## config.mk

```make
export PLATFORM = sky130hd
export DESIGN_NAME = intc
export DESIGN_NICKNAME = d
export VERILOG_FILES = /design/src/rtl/intc.sv
export SDC_FILE = /design/constraint.sdc
export NUM_CORES = 1
export LEC_CHECK = 0
export CAP_MARGIN = 20
export CORE_UTILIZATION = 47
export CTS_CLUSTER_DIAMETER = 200
export CTS_CLUSTER_SIZE = 24
export DETAILED_ROUTE_END_ITERATION = 8
export PLACE_DENSITY = 0.78
export SYNTH_ARGS = -nofsm -noshare
export SYNTH_HDL_FRONTEND = slang
export SYNTH_SLANG_ARGS = --single-unit
```

## constraint.sdc

```tcl
create_clock -name clk -period 2.9 [get_ports clk]
set_input_delay 0.58 -clock clk [delete_from_list [all_inputs] [get_ports clk]]
set_output_delay 0.58 -clock clk [all_outputs]
set_load 0.01 [all_outputs]
```

## src/rtl/intc.sv

```systemverilog
// Interrupt controller for a UIB slave port: synchronises and latches source
// events, masks them, and drives a single registered intr to the cpu.
module intc #(
    parameter int NSRC = 8,
    parameter int XLEN = 32,
    parameter int AW   = 16
) (
    input  logic            clk,
    input  logic            rst,
    input  logic [NSRC-1:0] src,
    input  logic [XLEN-1:0] dat_i,
    output logic [XLEN-1:0] dat_o,
    input  logic [AW-1:0]   addr,
    input  logic [2:0]      mode,
    input  logic            wen,
    input  logic            req,
    output logic            ready,
    output logic            intr
);

    localparam logic [1:0] ST_IDLE = 2'd0;
    localparam logic [1:0] ST_ACK  = 2'd1;
    localparam logic [1:0] ST_HOLD = 2'd2;

    localparam logic [2:0] IDX_PENDING = 3'd0;
    localparam logic [2:0] IDX_ENABLE  = 3'd1;
    localparam logic [2:0] IDX_CLAIM   = 3'd2;
    localparam logic [2:0] IDX_TRIG    = 3'd3;
    localparam logic [2:0] IDX_SWSET   = 3'd4;

    logic [1:0]      state;
    logic [NSRC-1:0] s1, s2, s3;
    logic [NSRC-1:0] pending, enable, trig, insvc;
    logic [NSRC-1:0] eligible, claim_bit, done_bit, src_set;
    logic [NSRC-1:0] claim_clr, done_clr, sw_set;
    logic [XLEN-1:0] wmask, wval, rdata, claim_id;
    logic [2:0]      idx;
    logic            hit, access, wr, rd;
    logic            unused_addr;

    assign unused_addr = ^addr[1:0];

    assign idx    = addr[4:2];
    assign hit    = (addr[AW-1:5] == '0) && (idx <= IDX_SWSET);
    assign access = (state == ST_IDLE) && req;
    assign wr     = access && wen && hit;
    assign rd     = access && !wen && hit;
    assign ready  = (state == ST_ACK);

    always_comb begin
        case (mode)
            3'b000:  wmask = XLEN'(8'hFF);
            3'b001:  wmask = XLEN'(16'hFFFF);
            default: wmask = '1;
        endcase
    end

    assign wval     = dat_i & wmask;
    assign eligible = pending & enable & ~insvc;

    // Lowest-numbered eligible source wins; claim_id stays 0 when none is eligible.
    always_comb begin
        claim_bit = '0;
        claim_id  = '0;
        for (int unsigned i = 0; i < NSRC; i++) begin
            if (eligible[i] && claim_id == '0) begin
                claim_bit[i] = 1'b1;
                claim_id     = XLEN'(i + 1);
            end
        end
    end

    always_comb begin
        done_bit = '0;
        for (int unsigned i = 0; i < NSRC; i++) begin
            done_bit[i] = (wval == XLEN'(i + 1));
        end
    end

    always_comb begin
        rdata = '0;
        if (hit) begin
            case (idx)
                IDX_PENDING: rdata = XLEN'(pending);
                IDX_ENABLE:  rdata = XLEN'(enable);
                IDX_CLAIM:   rdata = claim_id;
                IDX_TRIG:    rdata = XLEN'(trig);
                default:     rdata = '0;
            endcase
        end
    end

    assign src_set   = (trig & s2 & ~s3) | (~trig & s2 & ~insvc);
    assign claim_clr = (rd && idx == IDX_CLAIM) ? claim_bit : '0;
    assign done_clr  = (wr && idx == IDX_CLAIM) ? done_bit : '0;
    assign sw_set    = (wr && idx == IDX_SWSET) ? wval[NSRC-1:0] : '0;

    always_ff @(posedge clk or posedge rst) begin
        if (rst) begin
            s1 <= '0;
            s2 <= '0;
            s3 <= '0;
        end else begin
            s1 <= src;
            s2 <= s1;
            s3 <= s2;
        end
    end

    // New events are OR-ed in after the claim clear so a same-cycle set survives.
    always_ff @(posedge clk or posedge rst) begin
        if (rst) begin
            pending <= '0;
            insvc   <= '0;
            enable  <= '0;
            trig    <= '0;
            intr    <= 1'b0;
        end else begin
            pending <= (pending & ~claim_clr) | src_set | sw_set;
            insvc   <= (insvc | claim_clr) & ~done_clr;
            if (wr && idx == IDX_ENABLE)
                enable <= (enable & ~wmask[NSRC-1:0]) | wval[NSRC-1:0];
            if (wr && idx == IDX_TRIG)
                trig <= (trig & ~wmask[NSRC-1:0]) | wval[NSRC-1:0];
            intr <= (|(pending & enable)) & ~(|insvc);
        end
    end

    always_ff @(posedge clk or posedge rst) begin
        if (rst) begin
            state <= ST_IDLE;
            dat_o <= '0;
        end else begin
            case (state)
                ST_IDLE: begin
                    if (req) begin
                        state <= ST_ACK;
                        dat_o <= wen ? '0 : rdata;
                    end
                end
                ST_ACK: begin
                    state <= ST_HOLD;
                    dat_o <= '0;
                end
                ST_HOLD: begin
                    if (!req)
                        state <= ST_IDLE;
                end
                default: begin
                    state <= ST_IDLE;
                    dat_o <= '0;
                end
            endcase
        end
    end

endmodule

```

# Word-level counts from Yosys, hierarchy flattened
# Cells that the tools add are included.
totals:
  in_bits: 63
  elab_cells: 116
  out_inout_bits: 34
  register_bits: 91
op_classes:
  bitwise: 26
  mux: 28
  n_reduce_logical: 34
  eq_ne: 17
  n_lt_le_gt_ge: 1
op_table:
  columns: ["operator", "count"]
  rows:
  - ["$mux W32", 10]
  - ["$logic_not A32 Y1", 7]
  - ["$eq A32 B3 Y1 const B", 4]
  - ["$pmux W32 S2", 2]
  - ["$pmux W32 S4", 1]
  - ["$and A8 B8 Y8", 10]
  - ["$eq A32 B2 Y1 const B", 2]
  - ["$not A8 Y8", 6]
  - ["$or A8 B8 Y8", 6]
  - ["$and A32 B32 Y32", 1]
  - ["$eq A32 B1 Y1 const B", 1]
  - ["$eq A32 B4 Y1 const B", 1]
  - ["$mux W8", 3]
  - ["$logic_and A1 B1 Y1", 18]
  - ["$reduce_or A8 Y1", 2]
  - ["$logic_not A11 Y1", 1]
  - ["$mux W1", 9]
  - ["$eq A3 B1 Y1 const B", 2]
  - ["$eq A3 B2 Y1 const B", 2]
  - ["$logic_not A3 Y1", 2]
  - ["$pmux W2 S3", 1]
  - ["$mux W2", 2]
  - ["$ne A2 B2 Y1 const B", 2]
  - ["$reduce_and A2 Y1", 2]
  - ["other kinds (8)", 9]

# Depth between registers and ports, before layout
depth:
  depth_word: 29
  mapped_depth: 6
  mapped_depth_nobuf: 5

# Worst setup path before layout
# Ideal clock, no wire load.
synth_path:
  kind: "input to register"
  startpoint: "input port addr[6]"
  endpoint: "register enable[0]"
  cell_stages: 5
  t_arrival_ns: 2.175
  path_buffers: 0
  setup_ns: 0.125
  slack_ns: 0.599
  t_required_ns: 2.775
  path_cell_list: "nor4_2 -> nand4_2 -> or2_1 -> nor3b_4 -> mux2_4"
synth_via:
  elab_chain_len: 4
synth_lines:
  columns: ["item", "line", "rtl"]
  rows:
  - ["start, declared", "13", "input logic [AW-1:0] addr,"]
  - ["$logic_not A11 Y1", "44", "assign hit = (addr[AW-1:5] == '0) && (idx <= IDX_SWSET);"]
  - ["$logic_and A1 B1 Y1", "44", null]
  - ["$logic_and A1 B1 Y1", "46", "assign wr = access && wen && hit;"]
  - ["$logic_and A1 B1 Y1", "121", "if (wr && idx == IDX_ENABLE)"]
  - ["end signal, assigned", "122", "enable <= (enable & ~wmask[NSRC-1:0]) | wval[NSRC-1:0];"]
  - ["end, declared", "33", "logic [NSRC-1:0] pending, enable, trig, insvc;"]
# No other way between the ends.
# A chain may end at the register's enable or synchronous reset.

# Final worst setup path
layout_path:
  startpoint: "input port addr[5]"
  endpoint: "register insvc[5]"
layout_via:
  elab_chain_len: 7
  elab_cells_between_ends: 11
  cone_classes: "mux: 2; bitwise: 3; reduce/logical: 6"
layout_lines:
  columns: ["item", "line", "rtl"]
  rows:
  - ["$logic_not A11 Y1 *", "44", null]
  - ["$logic_and A1 B1 Y1 *", "44", null]
  - ["$logic_and A1 B1 Y1, on equally long branches", "47, 46", null]
  - ["$logic_and A1 B1 Y1, on equally long branches", "94, 95", null]
  - ["$mux W8, on equally long branches", "94, 95", null]
  - ["$or A8 B8 Y8 / $not A8 Y8 (equally long branches)", "120", "insvc <= (insvc | claim_clr) & ~done_clr;"]
  - ["$and A8 B8 Y8 *", "120", null]
  - ["end signal, assigned", "120", null]
  - ["end, declared", "33", null]
# Mark *: on every way between the ends. The rest lies on a longest branch, timed or not.

==> results.sh <==
export IMPL_max_slew_vio_count=0
export IMPL_finalCriticalPeriod_ns=2.464
export IMPL_total_power_density_per_cell_area_nw_per_um2=501.9
export IMPL_instances_no_fill=448
export IMPL_coreArea_um2=6459
export IMPL_dr_pass1_iters=7
export IMPL_worstSetupStartpointType="input pin"
export IMPL_detailedPlacementHpwl_um=5491
export IMPL_tritoncts="done"
export IMPL_drt_initial_drc_count=193
export IMPL_final_antenna_net_count=0
export IMPL_yosysUniqueCellTypes=46
export IMPL_async_flop_share=1.000
export IMPL_antenna_found_initial=0
export IMPL_grt_pass1_wl_um=12250
export IMPL_io_pins=97
export IMPL_worst_setup_path_type="input pin to flip-flop"
export IMPL_violated_checks="DRC"
export IMPL_grt_max_degree=26
export IMPL_synth_common_cells="67 x sky130_fd_sc_hd__dfrtp_1, 24 x sky130_fd_sc_hd__buf_4, 22 x sky130_fd_sc_hd__nand2_1"
export IMPL_synth_seq_area_share=0.5267
export IMPL_detail_route_drc_violations=8
export IMPL_synth_area_um2=3183
export IMPL_area_growth_synth_to_finish_pct=31.29
export IMPL_detailroute_via_count=2502
export IMPL_finalPower_mw=2.098
export IMPL_max_slew_margin=0.6128
export IMPL_die_area_um2=7106
export IMPL_antenna_cells=0
export IMPL_multi_input_area_um2=1363
export IMPL_timing_critical_path_to_type="flip-flop"
export IMPL_cts_htree_levels=3
export IMPL_crit_path_dat_ns=2.67
export IMPL_hold_buffers=0
export IMPL_setup_ws_ns=0.4364
export IMPL_start_util=0.4928
export IMPL_synth_top_area_cell="sky130_fd_sc_hd__dfrtp_1"
export IMPL_finalSetupViolCount=0
export IMPL_area_of_all_sequential_standard_cells_um2=1677
export IMPL_cellLeakagePower_nw=1.811
export IMPL_cp_required_ns=3.10
export IMPL_rsz0062_at_grt="no"
export IMPL_placement_io_buffers=70
export IMPL_die_height_um=84.30
export IMPL_detail_route_wl_per_cell_um=16.42
export IMPL_worst_skew_pair_late_latency_ns=0.34
export IMPL_ir_drop_v=0.0002392
export IMPL_num_rows=29
export IMPL_yosys_warnings=0
export IMPL_final_nets=430
export IMPL_clock_skew_final_ns=0.01034
export IMPL_most_common_cell_in_the_synthesized_netlist="sky130_fd_sc_hd__dfrtp_1"
export IMPL_timing_critical_path_fanout_max=5
export IMPL_cts_inserted_buffers=9
export IMPL_finalHoldViolCount=0
export IMPL_status="complete, but fails checks"
export IMPL_dp_cells=433
export IMPL_synthesis_area_per_instance_um2=11.25
export IMPL_gp_routability_congestion=0.8796
export IMPL_final_layout_size_suffix_gt1_frac=0.1159
export IMPL_max_cap_viol_count=0
export IMPL_first_global_vias=2503
export IMPL_post_cts_repair_setup_buffers=0
export IMPL_fin_util=0.6470
export IMPL_number_of_enable_flip_flop_cells_after_synthesis=0
export IMPL_hold_path_class="flip-flop to flip-flop"
export IMPL_timing_fmax_mhz=405.9
export IMPL_final_fill_count=521
export IMPL_final_period_utilization=0.8495
export IMPL_viasPerCell=5.585
export IMPL_postRouteWirelength_um=7355
export IMPL_postPlaceCellArea_um2=3950
export IMPL_ys_ff_latch=67
export IMPL_yosys_top_cells_area="sky130_fd_sc_hd__dfrtp_1 53%, sky130_fd_sc_hd__buf_4 5.7%, sky130_fd_sc_hd__mux2i_1 4.7%"
export IMPL_cts_repair_resized=0
export IMPL_synthDominantCellAreaShare=0.5267
export IMPL_groute_usage_overall=0.2265
export IMPL_die_width_um=84.30
export IMPL_whs_ns=0.3485
export IMPL_ctsLongestPathBuffers=2
export IMPL_setup_tns_ns=0
export IMPL_postSynthCellCount=283
export IMPL_timing_worst_slew_pin_value_ns=0.5808
export IMPL_yosys_most_used_dff="sky130_fd_sc_hd__dfrtp_1"
export IMPL_clkSlewWorstSetupHoldPaths_ns=0.07
export IMPL_cts_sinks=67
export IMPL_final_design_area_no_fill_um2=4179
export IMPL_overflow=0
export IMPL_dp_worst_setup_slack_ns=0.1218
export IMPL_clock_root_buffer="sky130_fd_sc_hd__clkbuf_8"
[cells in the final DEF, fill, tap and decap left out, types with 3 or more instances in the layout]
master and count:
sky130_fd_sc_hd__mux2_1 8, sky130_fd_sc_hd__o21ai_1 6, sky130_fd_sc_hd__nor2_1 15, sky130_fd_sc_hd__o21ai_0 5
sky130_fd_sc_hd__nand3b_1 7, sky130_fd_sc_hd__inv_1 6, sky130_fd_sc_hd__a221o_1 4, sky130_fd_sc_hd__nand2b_1 3
sky130_fd_sc_hd__nor4_1 12, sky130_fd_sc_hd__nor3_1 4, sky130_fd_sc_hd__clkdlybuf4s50_1 70, sky130_fd_sc_hd__dfrtp_1 67
sky130_fd_sc_hd__clkbuf_8 9, sky130_fd_sc_hd__nor4_2 3, sky130_fd_sc_hd__bufinv_16 3, sky130_fd_sc_hd__a31oi_1 9
sky130_fd_sc_hd__conb_1 24, sky130_fd_sc_hd__mux2_4 8, sky130_fd_sc_hd__nand2_1 22, sky130_fd_sc_hd__a22oi_1 7
sky130_fd_sc_hd__a21oi_1 15, sky130_fd_sc_hd__buf_4 9, sky130_fd_sc_hd__a21boi_0 3, sky130_fd_sc_hd__nor2b_1 7
sky130_fd_sc_hd__clkinv_2 3, sky130_fd_sc_hd__mux2i_1 15
[worst max-delay path, stage by stage]
cell and delay, ns:
sky130_fd_sc_hd__clkdlybuf4s50_1 0.42, sky130_fd_sc_hd__nor4_2 0.31, sky130_fd_sc_hd__nand4_2 0.21, sky130_fd_sc_hd__or4_1 0.65, sky130_fd_sc_hd__nor3b_2 0.36, sky130_fd_sc_hd__a31oi_1 0.14
[power by group]
group | leakage (nW) | total, mW | internal, mW | switching [mW]
Sequential | 0.836 | 0.979 | 0.962 | 0.0171
Clock | 0.119 | 0.905 | 0.561 | 0.343
Combinational | 0.856 | 0.214 | 0.111 | 0.103
[path summary, 6_finish.rpt]
check,cells past startpoint,from,slack [ns],endpoint
setup reg to reg,5,state[1]$_DFFE_PP0P_,0.77,insvc[5]$_DFF_PP0_
hold reg to reg,0,s1[7]$_DFF_PP0_,0.35,s2[7]$_DFF_PP0_
hold / removal,0,s1[7]$_DFF_PP0_,0.35,s2[7]$_DFF_PP0_
setup / recovery,6,addr[5],0.44,insvc[5]$_DFF_PP0_
max in group asynchronous,3,rst,1.66,trig[1]$_DFFE_PP0P_
min in group asynchronous,2,rst,0.58,s2[6]$_DFF_PP0_
[metal layers]
metal,up-vias,wire (um),global-route usage
met5,-,0,0
met4,0,128,0.1129
met3,12,520,0.04916
met2,107,3624,0.3689
met1,1226,3082,0.2879
li1,1157,-,-
[flip-flops by register name, summed over array words and instances (netlist names)]
register / cells
dat_o: 8
enable: 8
insvc: 8
intr: 1
pending: 8
s1: 8
s2: 8
s3: 8
state: 2
trig: 8
[final cells by class]
type | instances | area share
clock buffers | 9 | 0.02964
multi-input cells | 202 | 0.3260
repair buffers | 80 | 0.1886
clock inverters | 6 | 0.02515
well taps | 77 | 0.02305
inverters | 7 | 0.006287
flip-flops and latches | 67 | 0.4012
[kinds of logic (layout without fill, tap and decap cells)]
family	count (synthesis)	after routing	synth area share
AND/OR/NAND/NOR	89	89	0.1675
flip-flops	67	67	0.5267
AO/OA/AOI/OAI	58	58	0.1191
buffers and inverters	37	102	0.07233
multiplexers	31	31	0.1132
other	1	24	0.001178
(Power assumes the default switching activity.)
